File: src/rtl/timer_pkg.sv
// rtl/timer_pkg.sv - register map, reset defaults and field positions for the multi-compare timer
package timer_pkg;

    localparam int MAX_DIV = 8;
    localparam int MAX_CH  = 8;

    localparam logic [11:0] ADDR_TCR      = 12'h000;
    localparam logic [11:0] ADDR_TDR0     = 12'h004;
    localparam logic [11:0] ADDR_TDR1     = 12'h008;
    localparam logic [11:0] ADDR_TIER     = 12'h00C;
    localparam logic [11:0] ADDR_TISR     = 12'h010;
    localparam logic [11:0] ADDR_THCSR    = 12'h014;
    localparam logic [11:0] ADDR_CMP_BASE = 12'h100;

    localparam logic [31:0] TCR_RESET  = 32'h0000_0100;
    localparam logic [63:0] TCMP_RESET = 64'hFFFF_FFFF_FFFF_FFFF;

    localparam int TCR_EN_BIT     = 0;
    localparam int TCR_DIV_EN_BIT = 1;
    localparam int TCR_DIV_LSB    = 8;
    localparam int TCR_DIV_MSB    = 11;
    localparam int THCSR_REQ_BIT  = 0;
    localparam int THCSR_ACK_BIT  = 1;

    typedef enum logic [2:0] {
        SEL_NONE,
        SEL_TCR,
        SEL_TDR0,
        SEL_TDR1,
        SEL_TIER,
        SEL_TISR,
        SEL_THCSR,
        SEL_CMP
    } reg_sel_e;

    function automatic logic div_legal(input logic [3:0] v);
        return int'(v) <= MAX_DIV;
    endfunction

endpackage

File: src/rtl/timer_multi_cmp_if.sv
// rtl/timer_multi_cmp_if.sv - register access bus for the multi-compare timer
interface timer_multi_cmp_if #(
    parameter int ADDR_WIDTH = 12,
    parameter int DATA_WIDTH = 32
);
    logic [ADDR_WIDTH-1:0] addr;
    logic                  wr_en;
    logic                  rd_en;
    logic [DATA_WIDTH-1:0] wdata;
    logic [DATA_WIDTH-1:0] rdata;
    logic                  err;

    modport master (output addr, wr_en, rd_en, wdata, input rdata, err);
    modport slave  (input addr, wr_en, rd_en, wdata, output rdata, err);
endinterface

File: src/rtl/timer_prescaler.sv
// rtl/timer_prescaler.sv - power-of-two tick divider with clear and halt freeze
module timer_prescaler
    import timer_pkg::*;
(
    input  logic       clk,
    input  logic       rst_n,
    input  logic       enable,
    input  logic       div_en,
    input  logic [3:0] div_val,
    input  logic       clear,
    input  logic       halt,
    output logic       tick
);
    logic [MAX_DIV-1:0] cnt;
    logic [MAX_DIV:0]   limit;
    logic               running;

    assign limit   = ({{MAX_DIV{1'b0}}, 1'b1} << div_val) - {{MAX_DIV{1'b0}}, 1'b1};
    assign running = enable && !halt;
    assign tick    = running && (!div_en || ({1'b0, cnt} == limit));

    always_ff @(posedge clk or negedge rst_n) begin
        if (!rst_n) begin
            cnt <= '0;
        end else if (clear) begin
            cnt <= '0;
        end else if (running && div_en) begin
            cnt <= tick ? '0 : cnt + 1'b1;
        end
    end
endmodule

File: src/rtl/timer_multi_cmp.sv
// rtl/timer_multi_cmp.sv - 64-bit free-running timer with per-channel compare interrupts
module timer_multi_cmp
    import timer_pkg::*;
#(
    parameter int ADDR_WIDTH = 12,
    parameter int DATA_WIDTH = 32,
    parameter int NUM_CH     = 4
) (
    input  logic              clk,
    input  logic              rst_n,
    timer_multi_cmp_if.slave  bus,
    input  logic              debug_halt,
    output logic [NUM_CH-1:0] irq,
    output logic              irq_any
);
    localparam logic [ADDR_WIDTH-1:0] CMP_BASE_A = ADDR_WIDTH'(ADDR_CMP_BASE);

    wire [ADDR_WIDTH-1:0] addr = bus.addr;
    wire [31:0]           w    = bus.wdata[31:0];

    reg_sel_e    sel;
    logic [2:0]  ch_idx;
    logic        ch_hi, cmp_region;
    logic        div_ok, tcr_wr, wr_ok, presc_clear, tick, halt_ack;
    logic        timer_en, div_en, halt_req;
    logic [3:0]  div_val;
    logic [63:0] cnt;
    logic [31:0] shadow, rd_word;
    logic [NUM_CH-1:0] tier, tisr;
    logic [31:0] cmp_lo_rd [MAX_CH];
    logic [31:0] cmp_hi_rd [MAX_CH];

    assign ch_idx     = addr[5:3];
    assign ch_hi      = addr[2];
    assign cmp_region = (addr[ADDR_WIDTH-1:6] == CMP_BASE_A[ADDR_WIDTH-1:6]) &&
                        (addr[1:0] == 2'b00) && (int'(ch_idx) < NUM_CH);

    always_comb begin
        sel = SEL_NONE;
        case (addr)
            ADDR_WIDTH'(ADDR_TCR):   sel = SEL_TCR;
            ADDR_WIDTH'(ADDR_TDR0):  sel = SEL_TDR0;
            ADDR_WIDTH'(ADDR_TDR1):  sel = SEL_TDR1;
            ADDR_WIDTH'(ADDR_TIER):  sel = SEL_TIER;
            ADDR_WIDTH'(ADDR_TISR):  sel = SEL_TISR;
            ADDR_WIDTH'(ADDR_THCSR): sel = SEL_THCSR;
            default:                 if (cmp_region) sel = SEL_CMP;
        endcase
    end

    // An out-of-range divider rejects the whole TCR write, not just the field.
    assign div_ok   = div_legal(w[TCR_DIV_MSB:TCR_DIV_LSB]);
    assign tcr_wr   = bus.wr_en && (sel == SEL_TCR);
    assign wr_ok    = bus.wr_en && (sel != SEL_NONE) && !(tcr_wr && !div_ok);
    assign bus.err  = ((bus.rd_en || bus.wr_en) && (sel == SEL_NONE)) || (tcr_wr && !div_ok);
    assign halt_ack = halt_req && debug_halt;

    assign presc_clear = (tcr_wr && div_ok &&
                          ((w[TCR_DIV_EN_BIT] != div_en) || (w[TCR_DIV_MSB:TCR_DIV_LSB] != div_val))) ||
                         (wr_ok && ((sel == SEL_TDR0) || (sel == SEL_TDR1)));

    timer_prescaler u_presc (
        .clk     (clk),
        .rst_n   (rst_n),
        .enable  (timer_en),
        .div_en  (div_en),
        .div_val (div_val),
        .clear   (presc_clear),
        .halt    (halt_ack),
        .tick    (tick)
    );

    always_ff @(posedge clk or negedge rst_n) begin
        if (!rst_n) begin
            timer_en <= TCR_RESET[TCR_EN_BIT];
            div_en   <= TCR_RESET[TCR_DIV_EN_BIT];
            div_val  <= TCR_RESET[TCR_DIV_MSB:TCR_DIV_LSB];
            tier     <= '0;
            halt_req <= 1'b0;
            shadow   <= '0;
            cnt      <= '0;
        end else begin
            if (wr_ok && sel == SEL_TCR) begin
                timer_en <= w[TCR_EN_BIT];
                div_en   <= w[TCR_DIV_EN_BIT];
                div_val  <= w[TCR_DIV_MSB:TCR_DIV_LSB];
            end
            if (wr_ok && sel == SEL_TIER)  tier     <= w[NUM_CH-1:0];
            if (wr_ok && sel == SEL_THCSR) halt_req <= w[THCSR_REQ_BIT];
            // Latching the high half on the low-half read makes a 64-bit read atomic.
            if (bus.rd_en && sel == SEL_TDR0) shadow <= cnt[63:32];
            if (wr_ok && sel == SEL_TDR0)      cnt[31:0]  <= w;
            else if (wr_ok && sel == SEL_TDR1) cnt[63:32] <= w;
            else if (tick)                     cnt        <= cnt + 64'd1;
        end
    end

    for (genvar n = 0; n < MAX_CH; n++) begin : g_ch
        if (n < NUM_CH) begin : g_used
            logic [63:0] cmp_q;
            logic        tisr_q, irq_q, hit, sel_me;

            assign sel_me = wr_ok && (sel == SEL_CMP) && (ch_idx == 3'(n));
            assign hit    = (cnt >= cmp_q);

            always_ff @(posedge clk or negedge rst_n) begin
                if (!rst_n) begin
                    cmp_q  <= TCMP_RESET;
                    tisr_q <= 1'b0;
                    irq_q  <= 1'b0;
                end else begin
                    if (sel_me && ch_hi)  cmp_q[63:32] <= w;
                    if (sel_me && !ch_hi) cmp_q[31:0]  <= w;
                    if (hit)                                     tisr_q <= 1'b1;
                    else if (wr_ok && sel == SEL_TISR && w[n])   tisr_q <= 1'b0;
                    irq_q <= tisr_q && tier[n];
                end
            end

            assign cmp_lo_rd[n] = cmp_q[31:0];
            assign cmp_hi_rd[n] = cmp_q[63:32];
            assign tisr[n]      = tisr_q;
            assign irq[n]       = irq_q;
        end else begin : g_unused
            assign cmp_lo_rd[n] = '0;
            assign cmp_hi_rd[n] = '0;
        end
    end

    assign irq_any = |irq;

    always_comb begin
        rd_word = '0;
        if (bus.rd_en) begin
            case (sel)
                SEL_TCR:   rd_word = {20'd0, div_val, 6'd0, div_en, timer_en};
                SEL_TDR0:  rd_word = cnt[31:0];
                SEL_TDR1:  rd_word = shadow;
                SEL_TIER:  rd_word = 32'(tier);
                SEL_TISR:  rd_word = 32'(tisr);
                SEL_THCSR: rd_word = {30'd0, halt_ack, halt_req};
                SEL_CMP:   rd_word = ch_hi ? cmp_hi_rd[ch_idx] : cmp_lo_rd[ch_idx];
                default:   rd_word = '0;
            endcase
        end
    end

    assign bus.rdata = DATA_WIDTH'(rd_word);
endmodule

File: src/flat_wrapper.sv
// flat-port wrapper written by rule: the top's interface ports become plain ports
module timer_multi_cmp_flat import timer_pkg::*;
#(
    parameter int ADDR_WIDTH = 12,
    parameter int DATA_WIDTH = 32,
    parameter int NUM_CH     = 4
)
  (clk, rst_n, debug_halt, irq, irq_any, bus_addr, bus_wr_en, bus_rd_en, bus_wdata, bus_rdata, bus_err);
  timer_multi_cmp_if #(.ADDR_WIDTH(ADDR_WIDTH), .DATA_WIDTH(DATA_WIDTH)) bus_i ();
  input  logic clk;
  input  logic rst_n;
  input  logic debug_halt;
  output logic [NUM_CH-1:0] irq;
  output logic irq_any;
  input wire logic [$bits(bus_i.addr)-1:0] bus_addr;
  input wire logic [$bits(bus_i.wr_en)-1:0] bus_wr_en;
  input wire logic [$bits(bus_i.rd_en)-1:0] bus_rd_en;
  input wire logic [$bits(bus_i.wdata)-1:0] bus_wdata;
  output wire logic [$bits(bus_i.rdata)-1:0] bus_rdata;
  output wire logic [$bits(bus_i.err)-1:0] bus_err;
  assign bus_i.addr = bus_addr;
  assign bus_i.wr_en = bus_wr_en;
  assign bus_i.rd_en = bus_rd_en;
  assign bus_i.wdata = bus_wdata;
  assign bus_rdata = bus_i.rdata;
  assign bus_err = bus_i.err;
  timer_multi_cmp #(.ADDR_WIDTH(ADDR_WIDTH), .DATA_WIDTH(DATA_WIDTH), .NUM_CH(NUM_CH)) u_core (.clk(clk), .rst_n(rst_n), .bus(bus_i), .debug_halt(debug_halt), .irq(irq), .irq_any(irq_any));
endmodule
File: config.mk
export PLATFORM = sky130hd
export DESIGN_NAME = timer_multi_cmp_flat
export DESIGN_NICKNAME = d
export VERILOG_FILES = /design/src/rtl/timer_pkg.sv /design/src/rtl/timer_multi_cmp_if.sv /design/src/rtl/timer_prescaler.sv /design/src/rtl/timer_multi_cmp.sv /design/src/flat_wrapper.sv
export SDC_FILE = /design/constraint.sdc
export NUM_CORES = 1
export LEC_CHECK = 0
export BUFFER_PORTS_ARGS = -buffer_cell sky130_fd_sc_hd__buf_4
export CORE_MARGIN = 4
export CORE_UTILIZATION = 45
export DETAILED_ROUTE_END_ITERATION = 7
export PLACE_DENSITY = 0.72
export SLEW_MARGIN = 10
export SYNTH_ARGS = -nofsm -noshare
export SYNTH_HDL_FRONTEND = slang
export SYNTH_SLANG_ARGS = --single-unit
File: constraint.sdc
create_clock -name clk -period 4.07 [get_ports clk]
set_clock_uncertainty 0.1 [all_clocks]
set_input_delay 0 -clock clk [delete_from_list [all_inputs] [get_ports clk]]
set_output_delay 0 -clock clk [all_outputs]
set_load 0.02 [all_outputs]
* Yosys cells after proc, flatten, opt, wreduce, memory -nomap -nowiden
Index checks and enable logic that the tools add are counted. W data, S select, Z words.
Storage, ports and cells: register bits 379, input bits 49, output and inout bits 38, logic and storage cells 152
Cells by class: $add $sub $neg 3, magnitude comparators 7, equality and inequality tests 20, shifts and indexed selects 1, mux-type cells 26, bitwise gates (word level) 2, reductions and logical operators 68
Operators with widths (number):
- $mux W32 | 9
- $ge A64 B64 Y1 | 4
- $pmux W32 S7 | 1
- $bmux W32 S3 | 2
- $add A64 B1 Y64 const B | 1
- $mux W64 | 1
- $logic_and A1 B1 Y1 | 42
- $eq A12 B4 Y1 const B | 2
- $eq A12 B5 Y1 const B | 2
- $mux W8 | 3
- $pmux W3 S6 | 1
- $reduce_bool A2 Y1 | 7
- $eq A12 B3 Y1 const B | 1
- $eq A3 B2 Y1 const B | 4
- $eq A3 B3 Y1 const B | 4
- $logic_not A12 Y1 | 1
- $eq A8 B9 Y1 | 1
- $shl A1 B4 Y9 const A | 1
- $sub A9 B1 Y9 const B | 1
- $add A8 B1 Y8 const B | 1
- $mux W1 | 8
- $eq A3 B1 Y1 const B | 2
- $eq A6 B3 Y1 const B | 1
- $logic_not A3 Y1 | 2
- other kinds (15) | 25

* Longest topological paths before layout
depth in word-level cells 14, depth in mapped cells 15

* Modules after synthesis
A second synthesis with hierarchy kept.
Unflattened totals: cell total of the unflattened synthesis 2776, area, all modules 25355.6 µm²
Modules (own cells, without submodules):
- timer_multi_cmp | times used 1, cells each 2674, area each 24552.3 µm², sequential area each 9605.5 µm²
- timer_prescaler | times used 1, cells each 102, area each 803.3 µm², sequential area each 200.2 µm²

* Worst setup path before layout
Ideal clock, no wire load.
path kind reg2reg, start point register u_core.div_val[2], end point register u_core.cnt[23], library setup time 0.118 ns, arrival 3.277 ns, required time 3.852 ns, slack 0.575 ns, cell stages (with the launch flop) 15, path buffers 3, period minus slack after synthesis 3.495 ns, cells stage by stage dfrtp_1 -> clkbuf_1 -> or2_2 -> nand3b_1 -> ha_1 -> or4b_1 -> a211o_1 -> o211ai_1 -> o2111a_1 -> and4_1 -> buf_4 -> buf_6 -> o21ai_1 -> mux2_1 -> a21o_1
On the way: cells in the longest elaborated chain, start to end 7
Ends and longest elaborated chain:
- start, declared | line timer_multi_cmp.sv:26 | logic [3:0] div_val;
- start signal, assigned | line timer_multi_cmp.sv:77 | div_val <= TCR_RESET[TCR_DIV_MSB:TCR_DIV_LSB];
- start signal, assigned | line timer_multi_cmp.sv:86 | div_val <= w[TCR_DIV_MSB:TCR_DIV_LSB];
- $shl A1 B4 Y9 | line timer_prescaler.sv:18 | assign limit = ({{MAX_DIV{1'b0}}, 1'b1} << div_val) - {{MAX_DIV{1'b0}}, 1'b1};
- $sub A9 B1 Y9 | line timer_prescaler.sv:18
- $eq A8 B9 Y1 | line timer_prescaler.sv:20 | assign tick = running && (!div_en || ({1'b0, cnt} == limit));
- $logic_or A1 B1 Y1 | line timer_prescaler.sv:20
- $logic_and A1 B1 Y1 | line timer_prescaler.sv:20
- $reduce_bool A2 Y1 (no line)
- $reduce_and A2 Y1 (no line)
- end signal, assigned | line timer_multi_cmp.sv:92 | if (wr_ok && sel == SEL_TDR0) cnt[31:0] <= w;
- end signal, assigned | line timer_multi_cmp.sv:94 | else if (tick) cnt <= cnt + 64'd1;
- end, declared | line timer_multi_cmp.sv:27 | logic [63:0] cnt;
No other way between the ends. A chain may end at the register's enable or synchronous reset.

* Worst setup path in the final report
start point register u_core.div_val[3], end point register u_core.cnt[29]
The elaborated chain is that of the path after synthesis.

==> metrics.md <==
| Metric | Value |
|---|---|
| Post-synthesis register bit count | 379 |
| Mapped Nets | approximately 2900 |
| ANT nets after route | 0 |
| CTS tree | yes |
| Critical path required time | 4.47 ns |
| Final hold violation count | 0 |
| CORE AREA | roughly 56000 um^2 |
| Root Driver | clkbuf_16 |
| Initial Utilization | 0.455 |
| Final setup violation count | 0 |
| Initial DRC count | 2098 |
| Slowest stage delay, CP | 0.55 ns |
| CTS buffer count | 43 |
| Worst EP arrival | 4.06 ns |
| Floorplan row count | 87 |
| DRT Pass-1 Iters | 6 |
| Die Ht | 247 um |
| Netlist cell types | 80 |
| Dpl hpwl | 59100 um |
| Placed insts | 3299 |
| Syn_area_per_cell | 10.1 um^2 |
| H-tree level count | 2 |
| Clk buf depth | 3 |
| Yosys top cell area share | 0.263 |
| Critical Path Fanout Max | 21 |
| Buf+Inv Stages, Crit Path | 2 |
| Synth warnings | 0 |
| Final min period | 3.66 ns |
| I/O pin count | a little under 90 |
| Worst-path cell chain | buf_4 -> nor2_1 -> nand2_1 -> ha_1 -> or4b_1 -> a211o_1 -> o211ai_1 -> o2111a_1 -> and4_1 -> buf_4 -> o2111ai_1 -> mux2_1 -> a21o_1 |
| Drt total wl | 81800 um |
| Avg WL per Cell | around 24 um |
| Worst path most repeated cell | buf_4 |
| RSZ-0062 raised after global routing | false |
| Peak supply drop | 0.316 mV |
| Final setup TNS | 0 ns |
| Initial antenna violation count | 0 |
| Total gr overflow | 0 |
| Non-Filler Instances | approximately 3400 |
| Top_reg_cell synth | dfstp_2 |
| Worst slew pin tran | 1.14 ns |
| Slew headroom | 0.236 |
| Maximum number of pins on one net before global-route repair | 112 |
| R2R depth | 13 |
| Worst-path clk slew | about 0.06 ns |
| Highest clock rate | 0.273 GHz |
| Number of port buffers | 86 |
| Commonest cells in the netlist | inv_1 (263), ha_1 (259), dfstp_2 (257), nand2_1 (223), mux2_1 (189) |
| Seq/Total Area, Yosys | 0.383 |
| Worst Hold Class | in2async |
| Number of flops mapped to enable cells by yosys | 0 |
| Setup WS post-layout | 0.410 ns |
| Drt via density | 6.14 |
| Ys async rst share | 1.00 |
| Die width | around 250 um |
| Full die area | slightly above 60000 um^2 |
| Period utilisation layout | 0.899 |
| CP Depth | 13 |
| CP startpoint kind | register |
| Layout Nets | 2931 |
| Post-synthesis cell count | 2546 |
| Layout area overhead | 12.8% |
| Status | finished, final reports clean |
| Pre-CTS setup slack | 0.446 ns |
| Placer Congestion | slightly below 1 |
| Reg-to-Reg End | u_core.cnt[29] |
| Critical path class | reg2reg |
| First-pass GRT wire length | 126000 um |
| PD cells | 280 nW/um^2 |
| Total track usage | 0.267 |
| Worst setup EP type | register |
| Crit path to | u_core.cnt[29] |
| LEAKAGE | 0.0138 uW |
| Largest delay share family, worst path | simple AND/OR/NAND/NOR gates |
| Worst R2R Start | u_core.div_val[3] |
| Count leader, synth | inv_1 |
| CP startpoint | u_core.div_val[3] |
| Mapped cell area | 25600 um^2 |
| Clock sink count | 379 |
| Number of max-cap violations | 0 |
| Vias | 20949 |
| Inserted Diodes | 0 |
| Ratio of cells with drive above 1 in the final layout | 0.225 |
| DRC | 0 |
| Reg2reg setup slack | 0.41 ns |
| Vias in the first global route | 21158 |
| Clk_lat worst skew | 0.60 ns |
| Synth area leader | dfstp_2 |
| Slew Limit Fails | 0 |
| Critical Path Slowest Stage Cell | or4b_1 |
| Post-CTS setup buffer count | 0 |
| Synth top area cells | dfstp_2 (26%), ha_1 (13%), dfrtp_1 (12%) |
-- power by group --
group	internal [uW]	total [uW]	switching (uW)
logic	177	472	295
clock network	2180	3820	1640
registers	3800	3810	12.5
total	6150	8100	1950
-- how the worst min path moves through the flow --
stage / start / to / slack [ns] / depth (start not counted)
2_1_floorplan: rst_n / u_core.cnt[0] / -0.40 / 0
3_3_place_gp: rst_n / u_core.cnt[6] / 0.05 / 1
3_5_place_dp: rst_n / u_core.cnt[6] / 0.07 / 1
4_1_cts: debug_halt / u_core.u_presc.cnt[1] / 0.008 / 6
5_1_grt: rst_n / u_core.cnt[6] / 0.08 / 2
6_report: rst_n / u_core.cnt[6] / 0.02 / 2
-- metrics by stage --
step | instance area, um^2 | total power, uW | util | hold slack (ns)
floorplan | 25600 | 4080 | - | -0.396
global placement | 27200 | 4300 | 0.483 | 0.0507
detailed placement | 27200 | 4310 | 0.483 | 0.0652
CTS | 28900 | 8150 | 0.513 | 0.00830
global route | 28900 | 8330 | 0.513 | 0.0830
finish | 28900 | 8100 | 0.513 | 0.0236
-- logic make-up after synthesis --
logic type,count (synthesis),synth area share
flops,379,0.383
xor+xnor,35,0.0120
simple gates,581,0.112
fa+ha+maj,259,0.126
compound gates,572,0.141
buf+inv,417,0.0649
mux,303,0.161
-- cell usage in the layout (no fill, tap or decap), types with 12 or more instances in the layout --
| master | Yosys | layout |
|---|---|---|
| o21ai_0 | 67 | 67 |
| dfstp_2 | 257 | 257 |
| dlygate4sd3_1 | 0 | 35 |
| clkbuf_1 | 106 | 21 |
| a211oi_1 | 13 | 13 |
| nand2_1 | 223 | 220 |
| buf_4 | 5 | 142 |
| nand3_1 | 47 | 47 |
| dfrtp_1 | 122 | 122 |
| inv_1 | 263 | 263 |
| o22ai_1 | 13 | 13 |
| a21o_1 | 86 | 86 |
| o2111ai_1 | 14 | 14 |
| mux2_1 | 189 | 189 |
| a21oi_1 | 119 | 119 |
| mux4_2 | 64 | 64 |
| nor3_1 | 26 | 25 |
| nor2_1 | 93 | 93 |
| nor2b_1 | 17 | 17 |
| clkbuf_16 | 0 | 44 |
| nand2b_1 | 17 | 17 |
| and3_1 | 26 | 26 |
| and2_1 | 24 | 24 |
| mux2_2 | 38 | 38 |
| a222oi_1 | 30 | 30 |
| nand4_1 | 53 | 53 |
| ha_1 | 259 | 259 |
| o211ai_1 | 15 | 15 |
| xor2_1 | 30 | 30 |
| mux2i_1 | 12 | 12 |
| o21ai_1 | 138 | 137 |
-- area by class of cell --
class,instances,area [um^2]
well taps,756,946
inverters,263,987
clock inverters,8,80.1
fillers,5056,27500
repair buffers,186,1590
multi-input cells,1750,14200
clock buffers,71,1260
flip-flops and latches,379,9810
-- per-layer routing --
layer | part of all wire | vias up | GRT usage
met5 | 0 | - | 0
met1 | 0.40 | 10394 | 0.345
met2 | 0.47 | 961 | 0.436
met4 | 0.052 | 0 | 0.123
met3 | 0.080 | 245 | 0.0504
li1 | - | 9349 | -
-- sequential cells by signal (all words and copies together) (netlist names) --
name	cells
u_core.g_ch.g_used.cmp_q	256
u_core.cnt	64
u_core.shadow	32
u_core.u_presc.cnt	8
u_core.div_val	4
u_core.g_ch.g_used.irq_q	4
u_core.g_ch.g_used.tisr_q	4
u_core.tier	4
u_core.div_en	1
u_core.halt_req	1
u_core.timer_en	1
-- what timing repair did --
action	CTS	global route
gates resized for setup	0	0
hold endpoints to repair	474	0
hold buffers	35	0
Note: power is estimated with default switching activity, not from simulation.
